<file path="src/rtl/stdp_pulse_gen.sv">
// STDP learning controller: watches pre/post spike timing per gamma window and
// issues one-cycle inc/dec pulses to a unary weight store, respecting saturation.
//
// state    | meaning
// S_IDLE   | no gamma seen since reset; window timing undefined
// S_OBSERVE| inside a gamma window; counting time and capturing first spikes
module stdp_pulse_gen #(
  parameter int INPUT_SIZE = 8,
  parameter int CNT_W      = 5
) (
  input  logic                  clk,
  input  logic                  rst,
  input  logic                  gamma,
  input  logic                  learn_en,
  input  logic                  in_spike,
  input  logic                  out_spike,
  input  logic [0:INPUT_SIZE-1] weight,
  output logic                  inc,
  output logic                  dec,
  output logic                  win_valid
);

  typedef enum logic {S_IDLE, S_OBSERVE} state_t;

  localparam logic [CNT_W-1:0] T_MAX = '1;

  state_t           r_state;
  state_t           w_state_nxt;
  logic             w_decide;
  logic [CNT_W-1:0] r_t;
  logic [CNT_W-1:0] r_t_in;
  logic [CNT_W-1:0] r_t_out;
  logic             r_seen_in;
  logic             r_seen_out;
  logic             r_inc;
  logic             r_dec;
  logic             w_inc_rule;
  logic             w_dec_rule;
  logic             w_unused_weight;

  // Only the end bits of the thermometer code matter for saturation.
  assign w_unused_weight = ^weight;

  always_ff @(posedge clk or negedge rst) begin
    if (!rst) r_state <= S_IDLE;
    else      r_state <= w_state_nxt;
  end

  always_comb begin
    w_state_nxt = r_state;
    w_decide    = 1'b0;
    case (r_state)
      S_IDLE:    if (gamma) w_state_nxt = S_OBSERVE;
      S_OBSERVE: w_decide = gamma;
      default:   w_state_nxt = S_IDLE;
    endcase
  end

  // A spike coincident with gamma opens the new window at t=0.
  always_ff @(posedge clk or negedge rst) begin
    if (!rst) begin
      r_t        <= '0;
      r_t_in     <= '0;
      r_t_out    <= '0;
      r_seen_in  <= 1'b0;
      r_seen_out <= 1'b0;
    end else if (gamma) begin
      r_t        <= '0;
      r_t_in     <= '0;
      r_t_out    <= '0;
      r_seen_in  <= in_spike;
      r_seen_out <= out_spike;
    end else if (r_state == S_OBSERVE) begin
      if (r_t != T_MAX) r_t <= r_t + 1'b1;
      if (in_spike && !r_seen_in) begin
        r_seen_in <= 1'b1;
        r_t_in    <= r_t;
      end
      if (out_spike && !r_seen_out) begin
        r_seen_out <= 1'b1;
        r_t_out    <= r_t;
      end
    end
  end

  assign w_inc_rule = r_seen_in  && (!r_seen_out || (r_t_in <= r_t_out));
  assign w_dec_rule = r_seen_out && (!r_seen_in  || (r_t_in >  r_t_out));

  always_ff @(posedge clk or negedge rst) begin
    if (!rst) begin
      r_inc <= 1'b0;
      r_dec <= 1'b0;
    end else begin
      r_inc <= w_decide && learn_en && w_inc_rule && !weight[INPUT_SIZE-1];
      r_dec <= w_decide && learn_en && w_dec_rule && weight[0];
    end
  end

  assign inc       = r_inc;
  assign dec       = r_dec;
  assign win_valid = (r_state == S_OBSERVE);

endmodule

</file>
<file path="config.mk">
export PLATFORM = sky130hd
export DESIGN_NAME = stdp_pulse_gen
export DESIGN_NICKNAME = d
export VERILOG_FILES = /design/src/rtl/stdp_pulse_gen.sv
export SDC_FILE = /design/constraint.sdc
export NUM_CORES = 1
export LEC_CHECK = 0
export CAP_MARGIN = 20
export CORE_ASPECT_RATIO = 1.25
export CORE_MARGIN = 5
export CORE_UTILIZATION = 54
export CTS_CLUSTER_SIZE = 30
export DETAILED_ROUTE_END_ITERATION = 7
export PLACE_DENSITY = 0.9
export SYNTH_ARGS = -nofsm -noshare
export SYNTH_HDL_FRONTEND = slang
export SYNTH_SLANG_ARGS = --single-unit
</file>
<file path="constraint.sdc">
create_clock -name clk -period 2.65 [get_ports clk]
set_input_delay 0.265 -clock clk [delete_from_list [all_inputs] [get_ports clk]]
set_output_delay 0.265 -clock clk [all_outputs]
set_load 0.1 [all_outputs]
</file>
### Word level (Yosys, flattened, before mapping)

Cells that the tools add are included.

* register bits: 20
* memories: 0
* bits in read-only memories: 0
* RAM bits: 0
* output and inout bits: 3
* bits of input ports: 14
* bits in latches: 0

* add/sub/neg operators: 1
* shift operators: 0
* reductions and logical operators: 21
* equality and inequality tests: 1
* multipliers: 0
* bitwise operators: 0
* divide/modulo/power cells: 0
* magnitude comparators: 2
* mux-type cells: 18

Operator list (number)
* 2-to-1 mux 5 bit: 9
* logical AND 1 bit: 9
* 2-to-1 mux 1 bit: 9
* nonzero test 2 bit: 4
* AND reduction 2 bit: 3
* adder 5 x 1 -> 5 bit, second input constant: 1
* greater-than comparator 5 bit: 1
* <= comparator 5 bit: 1
* inequality test 5 bit, second input constant: 1
* zero test 1 bit: 3
* logical OR 1 bit: 2

### Longest topological paths before layout

* depth in word-level cells: 5
* gate-level depth with buffers: 8

### Worst setup path before layout

Ideal clock, no wire load.

* path type: reg2reg
* start: register r_state, in the netlist win_valid
* end: register r_t_in[0]
* arrival: 1.660 ns
* path slack: 0.865 ns
* path buffers: 0
* cell stages (with the launch flop): 3
* required time: 2.525 ns
* period minus slack after synthesis: 1.785 ns
* library setup time: 0.125 ns
* path through: dfrtp_1 a31oi_1 mux2_2

* longest elaborated chain between the ends: 2

Ends and longest elaborated chain
* start: declaration: line 27 `state_t r_state;`
* start signal: assignment: line 46 `else r_state <= w_state_nxt;`
* nonzero test 2 bit (no source line)
* AND reduction 2 bit (no source line)
* end signal: assignment: line 77 `r_t_in <= r_t;`
* end: declaration: line 31 `logic [CNT_W-1:0] r_t_in;`

No other way between the ends.
A chain may end at the register's enable or synchronous reset.

### Worst setup path after layout

* start: register r_t[0]
* end: register r_t[3]

* longest elaborated chain between the ends: 4
* elaborated cells between the ends (all ways): 7

Ends and longest elaborated chain
* start: declaration: line 30 `logic [CNT_W-1:0] r_t;`
* start signal: assignment: line 74 `if (r_t != T_MAX) r_t <= r_t + 1'b1;`
* adder 5 x 1 -> 5 bit: line 74
* 2-to-1 mux 5 bit: line 74
* 2-to-1 mux 5 bit: line 73 `end else if (r_state == S_OBSERVE) begin`
* 2-to-1 mux 5 bit: line 67 `end else if (gamma) begin`

Several ways; a longest one is shown, not always the timed one. The select of a mux whose other input is x is not followed.

==> flow_summary_export.csv <==
group,metric,value,unit
layout,nets,116,
timing,finalSetupViolCount,0,
place,gp_congestion,0.742,
clock_network,cts_tree,"done",
clock_network,clkTransAtPathRegs,0.10,ns
timing,rsz0062_at_grt,"false",
routing,drt_iter0_drc,2,
routing,wl_per_cell,14.5,µm
clock_network,cts.path.max_buffers,2,
timing,clock_skew,0.00217,ns
synth,yosysSeqAreaShare,51.5,%
clock_network,cts_setup_buffers,0,
setup_path,worstSetupPathType,"reg -> reg",
min_path,hold_path_class,"in -> async",
setup_path,startpoint,"r_t[0]$_DFFE_PN0P_",
place,dp_hpwl,1310,µm
die,fp-row-count,17,
setup_path,timing.rr.start,"r_t[0]$_DFFE_PN0P_",
grt,track_usage,14.9,%
layout,antenna_cells,0,
die,io_pins,17,
synth,synthesis.area,972,µm²
clock_network,clkSinkCount,20,
timing,setup_tns,0,ns
die,core,0.00174,mm²
setup_path,cp-start-kind,"register",
grt,grt.overflow.total,0,
grt,grt_max_degree,21,
routing,postRouteAntennaNets,0,
power,leakagePower,0.000547,µW
grt,antenna_found_initial,0,
grt,grt_pass1_wl,3010,µm
power,power.internal,411,µW
synth,avgSynthCellArea,12.0,µm²
routing,drtPass1Iterations,4,
synth,ys_ff_latch,20,
layout,multi_input_area,435,µm²
job,max_cap_viol_count,0,
power,power_density,497,mW/mm²
grt,grt_pass1_vias,698,
synth,yosysUniqueCellTypes,24,
place,portBuffers,10,
die,die_h,57.4,µm
timing,maxClockFrequency,537,MHz
timing,tightest_slew,0.854,ns
routing,vias,625,
layout,fill_cells,144,
clock_network,cts_root_buffer,"clkbuf_4",
synth,syn_nets,102,
clock_network,numCtsBuffers,3,
layout,fin_area,0.00111,mm²
clock_network,post_cts_resized,0,
outcome,status,"completed",
setup_path,max_stage_delay,0.43,ns
place,dpl_cell_area,0.00109,mm²
layout,drive_gt1_share,21.5,%
power,power.share.clock,24.3,%
setup_path,cp.required,2.84,ns
timing,min_period_over_period,70.3,%
die,dieArea,0.00275,mm²
power,pwr-share-comb,16.0,%
clock_network,insertion_delay,0.28,ns
timing,relSlewSlack,42.9,%
power,swShare,25.4,%
power,p_seq_share,59.7,%
setup_path,r2r_cells,7,
timing,slew_viol_final,0,
setup_path,crit_buf_inv,0,
routing,vias_per_cell,5.58,
power,peakVddDrop,313,µV
timing,finalCriticalPeriod,1.86,ns
setup_path,worst-path-max-fanout,5,
layout,area_delta_synth_final,14.0,%
die,start_util,55.7,%
setup_path,critPathMostFrequentCell,"ha_1",
clock_network,cts_hold_buf,0,
synth,syn_inst,81,
setup_path,slowest_stage,"dfrtp_1",
clock_network,htree_levels,1,
power,p_sw,140,µW
timing,hold_viol,0,
setup_path,arrival,2.05,ns
routing,finalWirelength,1620,µm
setup_path,cp_top_family,"simple AND/OR/NAND/NOR gates",
layout,seq_area,500,µm²
setup_path,worst_setup_path_end_kind,"register",
synth,synth_warnings,0,
setup_path,crit_cells,7,
setup_path,path_cells,"ha_1 -> and3_1 -> ha_1 -> nor2b_1 -> nand4_1 -> xor2_1 -> nor2_1",
die,die_w,48.0,µm
routing,drcViolationCount,0,
## power groups by stage
stage	logic (µW)	clock network, µW	registers [µW]
floorplan	46.8	0	342
CTS	89.5	136	329
global placement	84.3	0	334
detailed placement	89.3	0	335
global route	100	156	331
finish	88.1	134	329
## final cells by class
cell class	instances	area share (%)
well taps	19	2.14
clock buffers	3	2.03
flip-flops and latches	20	45.1
repair buffers	11	9.03
inverters	7	2.37
multi-input cells	52	39.3
## metrics by stage
| stage | setup slack (ns) | hold slack (ns) | power, µW | instances | util, % |
|---|---|---|---|---|---|
| after global routing | 0.606 | 0.528 | 587 | 112 | 63.6 |
| after detailed placement | 0.720 | 0.502 | 425 | 109 | 62.3 |
| after floorplan | 0.865 | -0.0306 | 389 | 81 | - |
| final | 0.787 | 0.459 | 551 | 112 | 63.6 |
| after CTS | 0.742 | 0.496 | 555 | 112 | 63.6 |
| after global placement | 0.768 | 0.488 | 418 | 109 | 62.3 |
## state kept, by name, indices dropped and copies added (netlist names)
register,count
r_t,5
r_t_in,5
r_t_out,5
dec,1
inc,1
r_seen_in,1
r_seen_out,1
win_valid,1
## layout by cell type (no fill, tap or decap), types with 2 or more instances in the layout
| cell type | n |
|---|---|
| and3_1 | 2 |
| buf_4 | 4 |
| clkbuf_4 | 3 |
| clkdlybuf4s50_1 | 7 |
| dfrtp_1 | 20 |
| ha_1 | 7 |
| inv_1 | 7 |
| mux2_2 | 10 |
| mux2i_1 | 2 |
| nand2_1 | 2 |
| nor2_1 | 6 |
| nor2b_1 | 7 |
| o2bb2ai_1 | 2 |
| xor2_1 | 2 |
## synthesized netlist by cell type
| library cell | number | area share, % |
|---|---|---|
| dfrtp_1 | 20 | 51 |
| mux2_2 | 10 | 12 |
| ha_1 | 7 | 9.0 |
| inv_1 | 7 | 2.7 |
| nor2b_1 | 7 | 4.5 |
| nor2_1 | 6 | 2.3 |
| and3_1 | 2 | 1.3 |
| buf_2 | 2 | 1.0 |
| mux2i_1 | 2 | 2.1 |
| nand2_1 | 2 | 0.77 |
| o2bb2ai_1 | 2 | 1.8 |
| xor2_1 | 2 | 1.8 |
| a2111oi_2 | 1 | 1.5 |
| a21o_1 | 1 | 0.77 |
| a21oi_1 | 1 | 0.51 |
| a31oi_1 | 1 | 0.64 |
| a31oi_2 | 1 | 1.3 |
| a32oi_1 | 1 | 0.90 |
| nand3_1 | 1 | 0.51 |
| nand4_1 | 1 | 0.64 |
| o21a_1 | 1 | 0.77 |
| o21ai_0 | 1 | 0.51 |
| or2_2 | 1 | 0.64 |
| xnor2_1 | 1 | 0.90 |
## final timing paths
kind                                           to  slack, ns
setup / recovery               r_t[3]$_DFFE_PN0P_       0.79
hold / removal                 r_t[0]$_DFFE_PN0P_       0.46
setup reg to reg               r_t[3]$_DFFE_PN0P_       0.79
hold reg to reg             r_t_in[0]$_DFFE_PN0P_       0.52
max in group asynchronous  r_t_out[0]$_DFFE_PN0P_       1.67
min in group clk            r_t_in[0]$_DFFE_PN0P_       0.52
## metal layers
metal  share of wire (%)  vias up  GRT usage, %
met4                 1.4        0          5.77
met2                  56        4          25.3
li1                    -      309             -
met3                0.99        2          1.89
met1                  42      310          18.3
met5                   0        -             0
## logic make-up (layout without fill, tap and decap cells)
group,Yosys count,after routing,share of synthesized area [%]
flops,20,20,51.5
simple gates,20,20,10.7
mux,12,12,13.6
compound gates,10,10,8.75
buf+inv,9,21,3.73
fa+ha+maj,7,7,9.01
xor+xnor,3,3,2.70
Note: power is estimated with default switching activity, not from simulation.
